==> config.mk <==
export PLATFORM = sky130hd
export DESIGN_NAME = salu_ex_stage
export DESIGN_NICKNAME = d
export VERILOG_FILES = /design/src/rtl/salu_pkg.sv /design/src/rtl/salu_skid_buf.sv /design/src/rtl/salu_ex_stage.sv
export SDC_FILE = /design/constraint.sdc
export NUM_CORES = 1
export LEC_CHECK = 0
export BUFFER_PORTS_ARGS = -buffer_cell sky130_fd_sc_hd__clkbuf_2
export CAP_MARGIN = 20
export CORE_ASPECT_RATIO = 1.75
export CORE_UTILIZATION = 31
export CTS_CLUSTER_SIZE = 30
export DETAILED_ROUTE_END_ITERATION = 10
export GPL_TIMING_DRIVEN = 0
export PLACE_DENSITY_LB_ADDON = 0.3
export SETUP_SLACK_MARGIN = 0.05
export SLEW_MARGIN = 20
export SYNTH_ARGS = -nofsm -noshare
export SYNTH_HDL_FRONTEND = slang
export SYNTH_SLANG_ARGS = --single-unit
export TNS_END_PERCENT = 5
==> constraint.sdc <==
create_clock -name clk_i -period 3.9 [get_ports clk_i]
set_clock_uncertainty 0.2 [all_clocks]
set_input_delay 0.195 -clock clk_i [delete_from_list [all_inputs] [get_ports clk_i]]
set_output_delay 0.195 -clock clk_i [all_outputs]
set_load 0.005 [all_outputs]
==> src/rtl/salu_pkg.sv <==
// Shared scalar-ALU definitions: opcode encoding, branch classification and
// the writeback payload carried through the execute-stage buffer.
package salu_pkg;

    localparam int unsigned SALU_DATA_W     = 32;
    localparam int unsigned SALU_REG_ADDR_W = 5;

    typedef enum logic [3:0] {
        ALU_ADD  = 4'd0,
        ALU_SUB  = 4'd1,
        ALU_SLL  = 4'd2,
        ALU_SLT  = 4'd3,
        ALU_SLTU = 4'd4,
        ALU_XOR  = 4'd5,
        ALU_SRL  = 4'd6,
        ALU_SRA  = 4'd7,
        ALU_OR   = 4'd8,
        ALU_AND  = 4'd9,
        ALU_BEQ  = 4'd10,
        ALU_BNE  = 4'd11,
        ALU_BLT  = 4'd12,
        ALU_BGE  = 4'd13,
        ALU_BLTU = 4'd14,
        ALU_BGEU = 4'd15
    } alu_op_e;

    // Branch opcodes occupy the top of the encoding space.
    function automatic logic is_branch_op(input alu_op_e op);
        return (op >= ALU_BEQ);
    endfunction

    typedef struct packed {
        logic [SALU_REG_ADDR_W-1:0] rd_addr;
        logic                       rd_we;
        logic [SALU_DATA_W-1:0]     data;
    } wb_entry_t;

endpackage

==> src/rtl/salu_skid_buf.sv <==
// Two-slot valid/ready register slice: an output register plus one skid entry,
// with ready derived only from the skid valid bit.
module salu_skid_buf #(
    parameter type T = logic [7:0]
) (
    input  logic clk_i,
    input  logic rst_ni,
    input  logic flush_i,
    input  logic in_valid_i,
    output logic in_ready_o,
    input  T     in_data_i,
    output logic out_valid_o,
    input  logic out_ready_i,
    output T     out_data_o
);

    logic out_valid_q, out_valid_d;
    logic skid_valid_q, skid_valid_d;
    T     out_q, out_d;
    T     skid_q, skid_d;
    logic push;
    logic drain;

    assign in_ready_o  = !skid_valid_q;
    assign out_valid_o = out_valid_q;
    assign out_data_o  = out_q;

    assign push  = in_valid_i && in_ready_o && !flush_i;
    assign drain = out_valid_q && out_ready_i;

    // Flush beats drain and push; a full slice never sees a push while draining.
    always_comb begin
        out_valid_d  = out_valid_q;
        skid_valid_d = skid_valid_q;
        out_d        = out_q;
        skid_d       = skid_q;
        if (flush_i) begin
            out_valid_d  = 1'b0;
            skid_valid_d = 1'b0;
        end else if (drain && skid_valid_q) begin
            out_d        = skid_q;
            skid_valid_d = 1'b0;
        end else if (push && (!out_valid_q || drain)) begin
            out_d       = in_data_i;
            out_valid_d = 1'b1;
        end else if (push) begin
            skid_d       = in_data_i;
            skid_valid_d = 1'b1;
        end else if (drain) begin
            out_valid_d = 1'b0;
        end
    end

    always_ff @(posedge clk_i) begin
        if (!rst_ni) begin
            out_valid_q  <= 1'b0;
            skid_valid_q <= 1'b0;
            out_q        <= '0;
            skid_q       <= '0;
        end else begin
            out_valid_q  <= out_valid_d;
            skid_valid_q <= skid_valid_d;
            out_q        <= out_d;
            skid_q       <= skid_d;
        end
    end

endmodule

==> src/rtl/salu_ex_stage.sv <==
// Scalar execute stage: forwards decoded operands to the salu, buffers results
// for writeback and reports resolved branches to fetch as a registered pulse.
module salu_ex_stage
    import salu_pkg::*;
#(
    parameter int unsigned DATA_WIDTH = SALU_DATA_W,
    parameter int unsigned REG_ADDR_W = SALU_REG_ADDR_W
) (
    input  logic                  clk_i,
    input  logic                  rst_ni,
    input  logic                  flush_i,
    input  logic                  id_valid_i,
    output logic                  id_ready_o,
    input  logic [3:0]            id_alu_op_i,
    input  logic [DATA_WIDTH-1:0] id_rs1_data_i,
    input  logic [DATA_WIDTH-1:0] id_rs2_data_i,
    input  logic [REG_ADDR_W-1:0] id_rd_addr_i,
    input  logic                  id_rd_we_i,
    input  logic                  id_is_branch_i,
    input  logic [DATA_WIDTH-1:0] id_pc_i,
    input  logic [DATA_WIDTH-1:0] id_imm_i,
    output logic [3:0]            alu_op_o,
    output logic [DATA_WIDTH-1:0] alu_rs1_o,
    output logic [DATA_WIDTH-1:0] alu_rs2_o,
    input  logic [DATA_WIDTH-1:0] alu_res_i,
    output logic                  wb_valid_o,
    input  logic                  wb_ready_i,
    output logic [REG_ADDR_W-1:0] wb_rd_addr_o,
    output logic                  wb_rd_we_o,
    output logic [DATA_WIDTH-1:0] wb_data_o,
    output logic                  br_valid_o,
    output logic                  br_taken_o,
    output logic [DATA_WIDTH-1:0] br_target_o
);

    wb_entry_t             wb_in;
    wb_entry_t             wb_out;
    logic                  wb_in_valid;
    logic                  br_accept;
    logic                  br_valid_q, br_valid_d;
    logic                  br_taken_q, br_taken_d;
    logic [DATA_WIDTH-1:0] br_target_q, br_target_d;

    assign alu_op_o  = id_alu_op_i;
    assign alu_rs1_o = id_rs1_data_i;
    assign alu_rs2_o = id_rs2_data_i;

    // Writes to x0 still flow through so ordering is preserved, just disarmed.
    always_comb begin
        wb_in         = '0;
        wb_in.rd_addr = SALU_REG_ADDR_W'(id_rd_addr_i);
        wb_in.rd_we   = id_rd_we_i && (id_rd_addr_i != '0);
        wb_in.data    = SALU_DATA_W'(alu_res_i);
    end

    assign wb_in_valid = id_valid_i && !id_is_branch_i;

    salu_skid_buf #(
        .T(wb_entry_t)
    ) u_wb_buf (
        .clk_i      (clk_i),
        .rst_ni     (rst_ni),
        .flush_i    (flush_i),
        .in_valid_i (wb_in_valid),
        .in_ready_o (id_ready_o),
        .in_data_i  (wb_in),
        .out_valid_o(wb_valid_o),
        .out_ready_i(wb_ready_i),
        .out_data_o (wb_out)
    );

    assign wb_rd_addr_o = REG_ADDR_W'(wb_out.rd_addr);
    assign wb_rd_we_o   = wb_out.rd_we;
    assign wb_data_o    = DATA_WIDTH'(wb_out.data);

    assign br_accept = id_valid_i && id_ready_o && !flush_i && id_is_branch_i;

    // Taken/target hold between pulses so fetch can sample them late.
    always_comb begin
        br_valid_d  = br_accept;
        br_taken_d  = br_taken_q;
        br_target_d = br_target_q;
        if (br_accept) begin
            br_taken_d  = alu_res_i[0];
            br_target_d = id_pc_i + id_imm_i;
        end
    end

    always_ff @(posedge clk_i) begin
        if (!rst_ni) begin
            br_valid_q  <= 1'b0;
            br_taken_q  <= 1'b0;
            br_target_q <= '0;
        end else begin
            br_valid_q  <= br_valid_d;
            br_taken_q  <= br_taken_d;
            br_target_q <= br_target_d;
        end
    end

    assign br_valid_o  = br_valid_q;
    assign br_taken_o  = br_taken_q;
    assign br_target_o = br_target_q;

endmodule

==> impl_metrics.toml <==
[layout]
finalInstanceArea_um2 = 8655
drive_above_1_share_pct = 30.61
layout_commonest_cell = "clkbuf_2"
antennaDiodeCount = 0
fin_cells = 1385
final_cell_mix = "clkbuf_2 (248), nand2_1 (170), dfxtp_1 (112), a21oi_1 (96), buf_4 (68)"
fin_nets = 1341
n_fill_cell = 2099
syn_to_final_growth_pct = 35.34

[synth]
synthesis.area_um2 = 6395
synth_seq_cells = 112
synthTopCellsByArea = "dfxtp_1 (35%), nand2_1 (10%), buf_4 (8.0%)"
synth_top_area_share_pct = 35.06
ys_warn_count = 0
ys.flop_type = "dfxtp_1"
synth_edf_count = 0
ys_seq_area_share_pct = 35.06
synthCells = 835
synthArstFlopShare_pct = 0
syn_avg_cell_area_um2 = 7.659
yosysUniqueCellTypes = 57
synth_top_area_cell = "dfxtp_1"
synth_nets = 1043

[clocking]
numCtsBuffers = 9
cts_tree = "yes"
h-tree-depth = 3
cts_buffer_depth = 2
clk_pin_slew_ns = 0.08
cts.sinks = 112
post-cts-setup-buffers = 0
cts_hold_buf = 39
clk-insertion-delay-late_ns = 0.36
cts_resized = 0
cts_root_buffer = "clkbuf_16"

[routing]
drt.antenna.violating_nets = 0
drt-total-wl_mm = 21.31
vias = 6783
drt_pass1_iterations = 4
vias_per_cell = 4.897
dr.first_iter.drc_count = 229
drc = 0
routedWlPerCell_um = 15.39

[worst_hold_path]
min_path_cells = 4
hold-path-endpoint = "br_target_o[0]"
min-delay-start = "id_imm_i[0]"
min_path_type = "in -> reg"

[die]
rows = 69
fp.dieW_um = 110.6
initial_core_util_pct = 31.52
ios = 318
core-area_um2 = 20290
die_h_um = 192
design.die.area_um2 = 21230

[timing]
finalSetupViolations = 0
slew_headroom_pct = 49.45
tightestPinTransition_ns = 0.7582
final.min_clock_period_ns = 2.694
tns_ns = 0
slew_viol_final = 0
worst_slack_ns = 1.206
hold_violations = 0
rsz0062_at_grt = "false"
max_freq_mhz = 371.2
finalCritPeriodShare_pct = 69.07

[power]
p_seq_share_pct = 41.9
power_density_nw_per_um2 = 332.8
peakVddDrop_mv = 0.1597
power_frac_comb_pct = 22.6
p_leak_nw = 3.876
sw_frac_of_total_pct = 28.26
p_int_mw = 2.066
clkPwrFrac_pct = 35.5
total_power_mw = 2.880
p_switching_uw = 813.9

[global_routing]
grt.overflow.total = 0
antenna_found_initial = 0
grt_pass1_vias = 6448
grt_pass1_wl_mm = 32.64
grtUsageTotal_pct = 19.47
grt_max_degree = 19

[critical_path]
cp.arrival_ns = 2.71
cp-start-kind = "input pin"
crit_buf_inv = 1
r2r_slack_ns = 1.40
critPathMaxStageDelay_ns = 0.41
rr_worst_depth = 5
worstPathRequired_ns = 3.92
cp_slowest_cell = "fa_1"
rr_endpoint = "u_wb_buf.out_data_o[30]"
crit_path_end_kind = "flip-flop"
path_cells = "clkbuf_2 -> ha_1 -> fa_1 -> a21o_1 -> a22o_1 -> o211ai_1 -> nand2_2 -> a31oi_4 -> o211ai_2 -> a31oi_2 -> xor2_1 -> a21oi_1"
r2r-start = "u_wb_buf.out_valid_o"
cp_top_family = "compound AO/OA/AOI/OAI gates"
critical_path_class = "in -> reg"
worst-path-max-fanout = 4
crit_start = "id_pc_i[0]"

[placed_design]
dpl_cell_area_um2 = 7946
io_buffers = 248
dp.cells = 1331
place_ws_ns = 0.8327
dp_hpwl_mm = 16.99
gp_congestion = 0.8218

[job]
maxCapViolations = 0

[run_status]
status = "completed"
-- final cells by class --
type                            count  area, um2  share of cell area (%)
Multi-Input combinational cell    585       3364                   38.88
Timing Repair Buffer              287       1632                   18.85
Clock inverter                      6      92.59                   1.070
Tap cell                          248      310.3                   3.585
Sequential cell                   112       2242                   25.91
Buffer                            127      747.0                   8.631
Clock buffer                        9      225.2                   2.602
Inverter                           11      41.29                  0.4771
-- layer usage --
metal,GRT usage [%],up-vias,part of all wire [%]
met4,8.000,0,2.9
met3,3.092,39,5.1
met5,0,-,0
met2,40.66,268,57
li1,-,3424,-
met1,18.26,3052,35
-- stage by stage --
stage | util (%) | hold slack, ns
finish | 42.66 | 0.02741
CTS | 42.66 | 0.03257
global placement | 39.17 | 0.2253
detailed placement | 39.17 | 0.2442
global route | 42.66 | 0.03952
floorplan | - | 0.07431
-- synthesized netlist by cell type, types with 2 or more instances --
cell and number:
nand2_1 170, dfxtp_1 112, a21oi_1 96, buf_4 68, nor2_1 60, nand3_1 50, clkbuf_1 45, a311oi_1 37
ha_1 31, xnor2_1 16, a21o_1 13, o21ai_1 13, xor2_1 11, inv_1 10, o21ai_0 10, nand4_1 8
and3_1 7, buf_1 7, buf_2 6, nor3_1 6, a211oi_1 5, o21a_1 5, nor2b_1 4, and2_1 3
o211ai_1 3, a31o_2 2, a31oi_1 2, mux2i_1 2, nand2b_1 2, o21bai_1 2, o221ai_1 2, o31ai_1 2
-- worst reg2reg max path, delay by kind of cell, from the launching register on --
kind / cells / cell delay (ns)
AND/OR/NAND/NOR: 1 / 0.52
buffers and inverters: 2 / 0.88
flip-flops: 1 / 0.47
AO/OA/AOI/OAI: 2 / 0.28
-- state kept, by name (all words and copies together) (netlist names) --
register,flops
u_wb_buf.out_data_o,38
u_wb_buf.skid_q,38
br_target_o,32
br_taken_o,1
br_valid_o,1
u_wb_buf.out_valid_o,1
u_wb_buf.skid_valid_q,1
-- logic make-up after synthesis --
family	after synthesis	share of synthesized area [%]
buf+inv	138	12.33
fa+ha+maj	32	6.378
xor+xnor	27	3.698
mux	2	0.3131
flops	112	35.06
simple gates	317	21.11
compound gates	207	21.11
-- power groups by stage --
stage               registers, mW  logic (mW)  clock network, mW
finish                       1.21       0.652               1.02
global route                 1.21       0.724               1.09
CTS                          1.21       0.657               1.04
detailed placement           1.23       0.622                  0
global placement             1.23       0.619                  0
floorplan                    1.23       0.386                  0
-- worst max path at each step --
stage | slack (ns) | cells past startpoint | end
final | 1.21 | 12 | br_target_o[28]
after global routing | 1.11 | 12 | br_target_o[28]
after floorplan | 1.31 | 11 | br_target_o[28]
after global placement | 0.84 | 12 | br_target_o[28]
after detailed placement | 0.83 | 12 | br_target_o[28]
after CTS | 1.20 | 12 | br_target_o[28]
Note: power is estimated with default switching activity, not from simulation.
